[config.mk]
export PLATFORM = sky130hd
export DESIGN_NAME = ch_priority_sched
export DESIGN_NICKNAME = d
export VERILOG_FILES = /design/src/rtl/ch_sched_pkg.sv /design/src/rtl/ch_rr_pick.sv /design/src/rtl/ch_priority_sched.sv
export SDC_FILE = /design/constraint.sdc
export NUM_CORES = 1
export LEC_CHECK = 0
export CAP_MARGIN = 10
export CELL_PAD_IN_SITES_DETAIL_PLACEMENT = 1
export CELL_PAD_IN_SITES_GLOBAL_PLACEMENT = 2
export CORE_MARGIN = 2
export CORE_UTILIZATION = 31
export DETAILED_ROUTE_END_ITERATION = 16
export PLACE_DENSITY = 0.85
export SLEW_MARGIN = 10
export SYNTH_ARGS = -nofsm -noshare
export SYNTH_HDL_FRONTEND = slang
export SYNTH_SLANG_ARGS = --single-unit
[constraint.sdc]
create_clock -name clk_i -period 3.45 [get_ports clk_i]
set_input_delay 0.5175 -clock clk_i [delete_from_list [all_inputs] [get_ports clk_i]]
set_output_delay 0.5175 -clock clk_i [all_outputs]
set_load 0.05 [all_outputs]
[src/rtl/ch_sched_pkg.sv]
// ---------------------------------------------------------------------------
// ch_sched_pkg
//   Shared types and constants for the channel priority scheduler.
//   - state_t  : scheduler FSM state encoding
//   - MODE_*   : selection mode encodings carried on rr_mode_i
// ---------------------------------------------------------------------------
package ch_sched_pkg;

  typedef enum logic [1:0] {
    IDLE    = 2'd0,
    ARMED   = 2'd1,
    SERVING = 2'd2
  } state_t;

  localparam logic MODE_FIXED = 1'b0;
  localparam logic MODE_RR    = 1'b1;

endpackage : ch_sched_pkg

[src/rtl/ch_rr_pick.sv]
// ---------------------------------------------------------------------------
// ch_rr_pick
//   Combinational channel picker.
//   Fixed mode : lowest set index of pend.
//   RR mode    : first set index at or after start, wrapping N_CH-1 -> 0.
//   Ports:
//     pend   in  N_CH   candidate set
//     start  in  IDX_W  round-robin start pointer (ignored in fixed mode)
//     mode   in  1      MODE_FIXED / MODE_RR
//     pick   out IDX_W  selected index (valid only when any = 1)
//     any    out 1      pend has at least one bit set
// ---------------------------------------------------------------------------
module ch_rr_pick
  import ch_sched_pkg::*;
#(
  parameter  int N_CH  = 16,
  localparam int IDX_W = $clog2(N_CH)
) (
  input  logic [N_CH-1:0]  pend,
  input  logic [IDX_W-1:0] start,
  input  logic             mode,
  output logic [IDX_W-1:0] pick,
  output logic             any
);

  localparam int PW = $clog2(2 * N_CH);

  logic [N_CH-1:0]   mask;
  logic [2*N_CH-1:0] dbl;
  logic [PW-1:0]     pos;

  // Lower half holds only bits at/after start; upper half is the full set,
  // so scanning the concatenation from bit 0 upward yields the wrapped
  // search without needing N_CH to be a power of two.
  always_comb begin
    mask = '0;
    for (int i = 0; i < N_CH; i++)
      mask[i] = (mode == MODE_FIXED) || (i >= int'(start));
    dbl = {pend, pend & mask};
    pos = '0;
    for (int i = 2*N_CH-1; i >= 0; i--)
      if (dbl[i]) pos = PW'(i);
    if (pos >= PW'(N_CH)) pick = IDX_W'(pos - PW'(N_CH));
    else                  pick = IDX_W'(pos);
    any = |pend;
  end

endmodule : ch_rr_pick

[src/rtl/ch_priority_sched.sv]
// ---------------------------------------------------------------------------
// ch_priority_sched
//   Captures a set of requesting channels on arm, then grants one pending
//   channel per dump strobe (fixed priority or round-robin). Closes the
//   cycle with a one-cycle cycle_done_o pulse once the set is exhausted.
//   Ports:
//     clk_i, resetn_i       clock, async active-low reset
//     ch_sel_i   in  N_CH   request vector, sampled on arm_i
//     arm_i      in  1      capture (IDLE) or merge (ARMED/SERVING)
//     dump_i     in  1      grant next pending channel or close the cycle
//     abort_i    in  1      drop pending set, back to IDLE, no done pulse
//     rr_mode_i  in  1      0 fixed priority, 1 round-robin
//     ch_sel_o   out N_CH   one-hot grant
//     ch_idx_o   out IDX_W  binary grant index
//     ch_valid_o out 1      grant live
//     pending_o  out N_CH   pending set
//     idle_o     out 1      FSM in IDLE
//     cycle_done_o out 1    cycle completed normally (one cycle)
//   Event priority: abort_i > dump_i > arm_i.
// ---------------------------------------------------------------------------
module ch_priority_sched
  import ch_sched_pkg::*;
#(
  parameter  int N_CH  = 16,
  localparam int IDX_W = $clog2(N_CH)
) (
  input  logic             clk_i,
  input  logic             resetn_i,
  input  logic [N_CH-1:0]  ch_sel_i,
  input  logic             arm_i,
  input  logic             dump_i,
  input  logic             abort_i,
  input  logic             rr_mode_i,
  output logic [N_CH-1:0]  ch_sel_o,
  output logic [IDX_W-1:0] ch_idx_o,
  output logic             ch_valid_o,
  output logic [N_CH-1:0]  pending_o,
  output logic             idle_o,
  output logic             cycle_done_o
);

  state_t           state;
  logic [IDX_W-1:0] rr_ptr;

  logic [IDX_W-1:0] pick;
  logic             any;
  logic [N_CH-1:0]  pick_oh;
  logic [N_CH-1:0]  pend_nxt;
  logic [IDX_W-1:0] rr_nxt;

  ch_rr_pick #(.N_CH(N_CH)) u_pick (
    .pend  (pending_o),
    .start (rr_ptr),
    .mode  (rr_mode_i),
    .pick  (pick),
    .any   (any)
  );

  // Grant is chosen from the pre-merge set; the merge is applied after the
  // granted bit is cleared so a re-requested granted channel stays pending.
  always_comb begin
    pick_oh = '0;
    for (int i = 0; i < N_CH; i++)
      pick_oh[i] = (pick == IDX_W'(i));
    pend_nxt = (pending_o & ~pick_oh) | (arm_i ? ch_sel_i : '0);
    // Compare-based wrap: N_CH need not be a power of two.
    rr_nxt   = (pick == IDX_W'(N_CH-1)) ? '0 : pick + IDX_W'(1);
  end

  assign idle_o = (state == IDLE);

  always_ff @(posedge clk_i or negedge resetn_i) begin
    if (!resetn_i) begin
      state        <= IDLE;
      pending_o    <= '0;
      rr_ptr       <= '0;
      ch_sel_o     <= '0;
      ch_idx_o     <= '0;
      ch_valid_o   <= 1'b0;
      cycle_done_o <= 1'b0;
    end else begin
      cycle_done_o <= 1'b0;
      case (state)
        IDLE: begin
          if (arm_i) begin
            pending_o <= ch_sel_i;
            // Empty request closes the cycle immediately.
            if (ch_sel_i == '0) cycle_done_o <= 1'b1;
            else                state        <= ARMED;
          end
        end
        ARMED, SERVING: begin
          if (abort_i) begin
            state      <= IDLE;
            pending_o  <= '0;
            ch_sel_o   <= '0;
            ch_idx_o   <= '0;
            ch_valid_o <= 1'b0;
          end else if (dump_i) begin
            if (any) begin
              state      <= SERVING;
              pending_o  <= pend_nxt;
              ch_sel_o   <= pick_oh;
              ch_idx_o   <= pick;
              ch_valid_o <= 1'b1;
              rr_ptr     <= rr_nxt;
            end else begin
              state        <= IDLE;
              ch_sel_o     <= '0;
              ch_idx_o     <= '0;
              ch_valid_o   <= 1'b0;
              cycle_done_o <= 1'b1;
            end
          end else if (arm_i) begin
            pending_o <= pending_o | ch_sel_i;
          end
        end
        default: state <= IDLE;
      endcase
    end
  end

endmodule : ch_priority_sched

# --- Yosys cells after proc, flatten, opt, wreduce, memory -nomap -nowiden ---
# Cells that the tools add are included.
word_totals:
  regBits: 44
  input_bits: 22
  out_inout_bits: 39
  wordCells: 142
op_classes:
  add_sub_neg: 2
  order_cmp: 16
  n_eq_ne: 22
  muxes: 62
  bitwise: 7
  n_reduce_logical: 26
op_table:
  columns: ["op", "count"]
  rows:
  - ["5-bit two-way mux", 32]
  - ["16-bit two-way mux", 9]
  - ["16-bit AND", 2]
  - ["4-bit == test (second input constant)", 8]
  - ["16-bit OR", 2]
  - ["16-bit one-hot mux with 2 select lines", 1]
  - ["4-bit >= comparator (first input constant)", 7]
  - ["4-bit two-way mux", 5]
  - ["4-bit by 3-bit == test with 1-bit output (second input constant)", 4]
  - ["3-bit by 4-bit >= comparator with 1-bit output (first input constant)", 4]
  - ["16-bit logical NOT", 1]
  - ["16-bit NOT", 1]
  - ["16-bit OR reduction", 1]
  - ["1-bit logical OR", 15]
  - ["2-bit two-way mux", 5]
  - ["4-bit by 2-bit == test with 1-bit output (second input constant)", 2]
  - ["1-bit by 4-bit >= comparator with 1-bit output (first input constant)", 2]
  - ["2-bit by 4-bit >= comparator with 1-bit output (first input constant)", 2]
  - ["1-bit two-way mux", 8]
  - ["4-bit inequality test (second input constant)", 2]
  - ["4-bit AND reduction", 2]
  - ["5-bit >= comparator (second input constant)", 1]
  - ["4-bit by 1-bit adder with 4-bit output (second input constant)", 1]
  - ["4-bit by 1-bit == test with 1-bit output (second input constant)", 1]
  - ["14 further kinds", 17]

# --- Depth between registers and ports, before layout ---
# Gate-level depths: netlist (run 1).
logic_depth:
  ltp_word: 42
  depth_mapped: 12
  depth_no_buf: 10

# --- Hierarchy ---
# From an unflattened synthesis (run 1), not the netlist that was laid out.
hier_totals:
  hier_cells: 302
  area_unflattened_um2: 2760.1
by_module_without_submodules:
  columns: ["module", "n_inst", "cells_each", "area_per_inst_um2", "seq_area_each_um2"]
  rows:
  - ["ch_priority_sched", 1, 188, 2080.7, 1101.1]
  - ["ch_rr_pick", 1, 114, 679.4, 0.0]

# --- Worst setup path before layout (run 1) ---
# OpenSTA, ideal clock, no wires.
synth_path:
  kind: "reg-to-reg"
  startpoint: "register pending_o[3]"
  endpoint: "register pending_o[1]"
  setup_time_ns: 0.076
  arrival_ns: 2.712
  required_ns: 3.374
  setup_slack_ns: 0.662
  path_stages_with_launch: 10
  path_buffers: 0
  synth_period_minus_slack_ns: 2.788
  cell_sequence: "dfrtp_1 -> or2_1 -> or4_1 -> a221o_2 -> a31oi_4 -> inv_1 -> ha_1 -> a21oi_1 -> o211ai_1 -> o21ai_1"
synth_via:
  elab_chain_cells: 30
  word_cells_on_any_way: 35
  classes_between: "add/sub (1); order compare (1); eq/ne (2); mux (25); bitwise (4); reduce/logical (2)"
synth_rtl:
  columns: ["element", "line_no", "source"]
  rows:
  - ["start, declared", "ch_priority_sched.sv:37", "output logic [N_CH-1:0] pending_o,"]
  - ["start signal, assigned", "ch_priority_sched.sv:86", "pending_o <= ch_sel_i;"]
  - ["start signal, assigned", "ch_priority_sched.sv:102", "pending_o <= pend_nxt;"]
  - ["start signal, assigned", "ch_priority_sched.sv:115", "pending_o <= pending_o | ch_sel_i;"]
  - ["5-bit two-way mux (20 in a row)", "ch_rr_pick.sv:42", "if (dbl[i]) pos = PW'(i);"]
  - ["4-bit by 1-bit subtractor with 4-bit output or 5-bit >= comparator (tied branches)", "ch_rr_pick.sv:43", "if (pos >= PW'(N_CH)) pick = IDX_W'(pos - PW'(N_CH));"]
  - ["4-bit two-way mux", "ch_rr_pick.sv:43", null]
  - ["4-bit by 1-bit == test with 1-bit output", "ch_priority_sched.sv:64", "pick_oh[i] = (pick == IDX_W'(i));"]
  - ["16-bit NOT", "ch_priority_sched.sv:65", "pend_nxt = (pending_o & ~pick_oh) | (arm_i ? ch_sel_i : '0);"]
  - ["16-bit AND", "ch_priority_sched.sv:65", null]
  - ["16-bit OR", "ch_priority_sched.sv:65", null]
  - ["16-bit two-way mux", "ch_priority_sched.sv:100", "if (any) begin"]
  - ["16-bit two-way mux", "ch_priority_sched.sv:99", "end else if (dump_i) begin"]
  - ["16-bit two-way mux", "ch_priority_sched.sv:93", "if (abort_i) begin"]
  - ["16-bit one-hot mux with 2 select lines", "ch_priority_sched.sv:83", "case (state)"]
# Several ways; a longest one is shown, not always the timed one. The select of a mux whose other input is x is not followed.
# A chain may end at the register's enable or synchronous reset.

# --- Worst setup path in the final report (run 1) ---
layout_path:
  startpoint: "input rr_mode_i"
  endpoint: "register pending_o[15]"
layout_via:
  elab_chain_cells: 28
  word_cells_on_any_way: 43
  classes_between: "add/sub (1); order compare (1); eq/ne (1); mux (20); bitwise (5); reduce/logical (15)"
layout_rtl:
  columns: ["element", "line_no", "source"]
  rows:
  - ["start, declared", "ch_priority_sched.sv:33", "input logic rr_mode_i,"]
  - ["1-bit NOT *", "ch_rr_pick.sv:38", "mask[i] = (mode == MODE_FIXED) || (i >= int'(start));"]
  - ["1-bit logical OR", "ch_rr_pick.sv:38", null]
  - ["16-bit AND *", "ch_rr_pick.sv:39", "dbl = {pend, pend & mask};"]
  - ["5-bit two-way mux (14 in a row)", "ch_rr_pick.sv:42", null]
  - ["5-bit two-way mux *", "ch_rr_pick.sv:42", null]
  - ["4-bit by 1-bit subtractor with 4-bit output or 5-bit >= comparator (tied branches)", "ch_rr_pick.sv:43", null]
  - ["4-bit two-way mux *", "ch_rr_pick.sv:43", null]
  - ["4-bit == test *", "ch_priority_sched.sv:64", null]
  - ["16-bit NOT *", "ch_priority_sched.sv:65", null]
  - ["16-bit AND *", "ch_priority_sched.sv:65", null]
  - ["16-bit OR *", "ch_priority_sched.sv:65", null]
  - ["16-bit two-way mux *", "ch_priority_sched.sv:100", null]
  - ["16-bit two-way mux *", "ch_priority_sched.sv:99", null]
  - ["16-bit two-way mux *", "ch_priority_sched.sv:93", null]
  - ["16-bit one-hot mux with 2 select lines *", "ch_priority_sched.sv:83", null]
# Every way passes the cells marked *; elsewhere a longest branch is shown, timed or not. The select of a mux whose other input is x is not followed.

==> flow_summary.ini, run 1 <==
[status]
status = finished, final reports clean

[finish]
num-fill-cells = 1253
finalCoreUtilization = 0.397
synthToLayoutAreaGrowth_pct = 24.7
num_antenna_cells = 0
drive_above_1_share = 0.107
num-nets-final = 492

[drt]
drtPass1Iterations = 4
wl_um = 12000
drc_errors = 0
drt_iter0_markers = 232
antenna_left = 0
wire_per_inst_um = 20.0
vias = 3498
vias_per_cell = 5.81

[sta]
slew_viol_final = 0
hold_viol = 0
rsz0062_at_grt = no
slew_headroom = 0.317
whs_ps = 392
final.period_utilization = 0.902
skew_ps = 13.6
setup_viol = 0
fmax_mhz = 321
period_needed_ps = 3110
setup_tns_ps = 0
tightest_slew_ps = 1020

[clock_tree]
cts_buffer_depth = 2
cts_tree = built
cts-resized-gates = 0
h-tree-depth = 2
cts_hold_buf = 0
root_buffer = clkbuf_8
cts.clk_slew.worst_paths_ps = 90
worstSkewPairLatency_ps = 310
cts_buffers = 5
cts.sink_count = 44
post-cts-setup-buffer-count = 0

[worst_setup_path]
criticalPathCategory = in -> reg
crit_fanout = 6
r2r_end = pending_o[1]
worstSetupStartpointType = primary input
reg2regPathDepth = 9
r2r-start = pending_o[11]
arrival_ps = 3300
worstSetupEndpoint = pending_o[15]
crit_path_end_kind = register
cp_data_required_time_ps = 3640
startpoint = rr_mode_i
r2r_setup_slack_ps = 440

[synth]
synth-edff-count = 0
ys_top_cells_by_area = dfrtp_1 (34%), a21oi_1 (7.2%), o21ai_0 (6.6%), nand2_1 (5.4%), nor2_1 (4.3%)
synth-seq-area-share = 0.335
synth.cell_area_um2 = 3280
synth_flop_cell = dfrtp_1
syn_avg_cell_area_um2 = 8.05
yosysWarningCount = 0
synth_seq_cells = 44
netlist_top_cells_count = a21oi_1 (47), nand2_1 (47), dfrtp_1 (44), o21ai_0 (43), nor2_1 (38)
synth-async-reset-ratio = 1.00
synthCells = 408
yosysTopAreaCellShare = 0.335
synth_area_leader_cell = dfrtp_1
syn-num-nets = 435
synth_cell_types = 79

[global_routing]
grt_overflow = 0
antenna_found_initial = 0
grt_max_degree = 45
grt_pass1_vias = 3511
grtUsageTotal = 0.215
grt_pass1_wl_um = 19400

[floorplan]
ioPinCount = 61
dieArea_um2 = 11400
die_w_um = 107
rows = 37
initial_utilization = 0.318
die_h_um = 107
coreArea_um2 = 10300

[pwr]
vdd_drop_max_uv = 399
leakage_uw = 0.00162
powerDensity_nw_per_um2 = 1080

[run]
maxCapViolCount = 0

[hold_path]
holdCritPathClass = in -> async

[placement]
place.gp.congestion = 0.920
portBuffers = 60
dp.final_hpwl_um = 9130
## placed cells by master, fill, tap and decap left out, types with 2 or more instances in the layout
cell              n
clkdlybuf4s50_1  59
a21oi_1          47
nand2_1          47
dfrtp_1          44
o21ai_0          43
nor2_1           38
buf_4            18
nand3_1          13
inv_1            13
nor4_1           11
o211ai_1          9
nor3_1            7
a31oi_1           6
o21ai_1           5
ha_1              5
clkbuf_8          5
or2_2             4
nor2b_1           4
nand4_1           4
o21a_1            3
nand2b_1          3
o211a_1           3
a211oi_1          3
and2_1            3
a22o_1            3
a21o_1            2
o311ai_0          2
and3_1            2
o2bb2ai_1         2
o221ai_1          2
o31ai_1           2
nor4b_1           2
o21bai_1          2
or2_1             2
a221o_2           2
a32oi_1           2
nor3b_1           2
## sequential cells by signal, indices dropped and copies added, names as in the netlist
signal	cells
ch_idx_o	4
state	2
ch_valid_o	1
rr_ptr	4
cycle_done_o	1
pending_o	16
ch_sel_o	16
## per-layer routing
metal | share of wire | wire [um] | global-route usage | vias to the layer above
met3 | 0.046 | 552 | 0.0322 | 12
met5 | 0 | 0 | 0 | -
li1 | - | - | - | 1634
met1 | 0.45 | 5470 | 0.290 | 1753
met4 | 0.014 | 163 | 0.0510 | 0
met2 | 0.49 | 5850 | 0.362 | 99
## area by class of cell
cell class              count  area (um^2)  share of cell area
clock buffers               5         68.8              0.0168
clock inverters             3         46.3              0.0113
inverters                  13         48.8              0.0119
multi-input cells         323         1930               0.471
flip-flops and latches     44         1100               0.269
well taps                 136          170              0.0416
repair buffers             78          731               0.178
## metrics by stage
stage / area, um^2 / total power (uW) / instances / worst slack, ps
6_report: 4100 / 4410 / 602 / 339
5_1_grt: 4100 / 4700 / 602 / 158
4_1_cts: 4100 / 4410 / 602 / 350
3_5_place_dp: 3980 / 3980 / 594 / 27.4
3_3_place_gp: 3980 / 3920 / 594 / 102
2_1_floorplan: 3280 / 3080 / 408 / 662
## cell families after synthesis
logic type,Yosys count,share of synthesized area
xor gates and xnor gates,1,0.00267
and+or+nand+nor,155,0.237
muxes,1,0.00343
buffers and inverters,41,0.0773
adders and majority gates,5,0.0190
DFF,44,0.335
AOI/OAI and AO/OA,161,0.325
## worst min-delay path by stage
stage               slack [ps]  cells after the start            end
floorplan                  220                      0    ch_idx_o[0]
global placement           460                      2     ch_valid_o
detailed placement         480                      2   ch_sel_o[14]
CTS                        420                      1    ch_sel_o[1]
global route               460                      1  pending_o[11]
finish                     390                      1      rr_ptr[3]
## power breakdown
part | switching, uW | leakage, uW | internal [uW]
Clock | 199 | 0.0000548 | 218
Combinational | 1850 | 0.000996 | 1040
Sequential | 417 | 0.000573 | 691
Total | 2470 | 0.00162 | 1950
## worst max-delay path: stages
cell             delay (ps)
clkdlybuf4s50_1         590
buf_4                   180
o21a_1                  190
a21oi_1                  60
a32o_1                  290
and4b_2                 320
a31oi_4                 130
inv_1                   130
ha_1                    290
nand2_1                 190
a211oi_1                300
o21ai_1                 110
Power figures use the tool's default switching activity.
==> run 2, diff against run 1 <==
--- a/config.mk
+++ b/config.mk
@@ -8,6 +8,7 @@
 export CAP_MARGIN = 10
 export CELL_PAD_IN_SITES_DETAIL_PLACEMENT = 1
 export CELL_PAD_IN_SITES_GLOBAL_PLACEMENT = 2
+export CORE_ASPECT_RATIO = 1.4
 export CORE_MARGIN = 2
 export CORE_UTILIZATION = 31
 export DETAILED_ROUTE_END_ITERATION = 16
==> flow_summary.ini, run 2 (synthesis results as in run 1) <==
[status]
status = finished, final reports clean

[pwr]
switching_share = 0.554
vdd_drop_max_uv = 464
powerDensity_nw_per_um2 = 1090
leakage_uw = 0.00163
p_seq_frac = 0.248
switching_power_uw = 2480
internal-power_uw = 2000
p_comb_frac = 0.650
clkPwrFrac = 0.102

[clock_tree]
cts-resized-gates = 0
cts.sink_count = 44
cts.clk_slew.worst_paths_ps = 60
cts_buffer_depth = 2
post-cts-setup-buffer-count = 0
cts_buffers = 5
cts_hold_buf = 0
worstSkewPairLatency_ps = 290
cts_tree = built
h-tree-depth = 2
root_buffer = clkbuf_16

[sta]
setup_tns_ps = 0
hold_viol = 0
slew_viol_final = 0
rsz0062_at_grt = no
fmax_mhz = 326
setup_viol = 0
final.period_utilization = 0.888
skew_ps = 6.27
period_needed_ps = 3060
tightest_slew_ps = 1040
fin_ws_ps = 387
slew_headroom = 0.308

[floorplan]
ioPinCount = 61
die_w_um = 91.0
dieArea_um2 = 11400
die_h_um = 126
rows = 44
coreArea_um2 = 10300
initial_utilization = 0.317

[worst_setup_path]
arrival_ps = 3220
criticalPathCategory = in -> reg
crit_path_end_kind = register
critPathMaxStageDelay_ps = 530
worstSetupStartpointType = primary input
cp_data_required_time_ps = 3610
crit_slowest_cell = clkdlybuf4s50_1
worst-path-buf-inv = 3
crit_path_frequent_cell = o21ai_1
crit_fanout = 9
cp_top_family = compound AO/OA/AOI/OAI gates
crit_chain = clkdlybuf4s50_1 -> buf_4 -> and3_1 -> o21ai_0 -> a31oi_1 -> o21ai_1 -> a21o_2 -> inv_1 -> ha_1 -> nand2_1 -> o311ai_1 -> o21ai_1

[drt]
wire_per_inst_um = 20.4
wl_um = 12300
vias = 3520
antenna_left = 0
vias_per_cell = 5.84
drtPass1Iterations = 5
drc_errors = 0
drt_iter0_markers = 160

[finish]
num_antenna_cells = 0
final_common_cell = clkdlybuf4s50_1
reg_top3 = ch_sel_o: 16 flops, pending_o: 16 flops
num-nets-final = 492
synthToLayoutAreaGrowth_pct = 25.4
drive_above_1_share = 0.105
final_cell_mix = clkdlybuf4s50_1 (59), a21oi_1 (47), nand2_1 (47)
finalCoreUtilization = 0.398
stdcell_count = 603

[global_routing]
grtUsageTotal = 0.216
grt_max_degree = 45
grt_overflow = 0
grt_pass1_vias = 3594
antenna_found_initial = 0
grt_pass1_wl_um = 19700

[placement]
place.gp.congestion = 0.928
pre_cts_slack_ps = 111
dp.final_hpwl_um = 9220
numPlacedInstances = 596
portBuffers = 60

[hold_path]
holdCritPathClass = in -> async

[run]
maxCapViolCount = 0
==> run 2: final timing paths <==
path,from,to,slack (ps),cells after the start
max in group asynchronous,resetn_i,pending_o[3],2390,1
min reg2reg,ch_idx_o[0],ch_idx_o[0],480,2
max reg2reg,pending_o[10],pending_o[9],450,9
min,resetn_i,ch_valid_o,410,1
max,rr_mode_i,pending_o[15],390,12
min in group clk_i,ch_idx_o[0],ch_idx_o[0],480,2
==> run 2: through the flow <==
step | area [um^2] | hold slack, ps | power [uW]
2_1_floorplan | 3280 | 222 | 3080
3_3_place_gp | 3980 | 466 | 3960
3_5_place_dp | 3980 | 477 | 4010
4_1_cts | 4120 | 450 | 4490
5_1_grt | 4120 | 491 | 4770
6_report | 4120 | 410 | 4480
==> run 2: final cells by class <==
| cell class | instances | area [um^2] |
|---|---|---|
| Tap cell | 138 | 173 |
| Fill cell | 1285 | 6230 |
| Inverter | 13 | 48.8 |
| Multi-Input combinational cell | 323 | 1930 |
| Timing Repair Buffer | 78 | 731 |
| Clock buffer | 5 | 125 |
| Clock inverter | 2 | 12.5 |
| Sequential cell | 44 | 1100 |
==> run 2: layer usage <==
metal  GRT usage  wire (um)  vias up
met4      0.0811        348        0
met2       0.375       6330      108
li1            -          -     1626
met1       0.278       5170     1764
met5           0          0        -
met3      0.0185        474       22
==> run 2: power groups by stage <==
stage / logic (uW) / clock network, uW / registers, uW
after global routing: 3140 / 486 / 1140
after floorplan: 1720 / 0 / 1370
after CTS: 2920 / 471 / 1100
after global placement: 2860 / 0 / 1100
final: 2910 / 459 / 1110
after detailed placement: 2900 / 0 / 1110
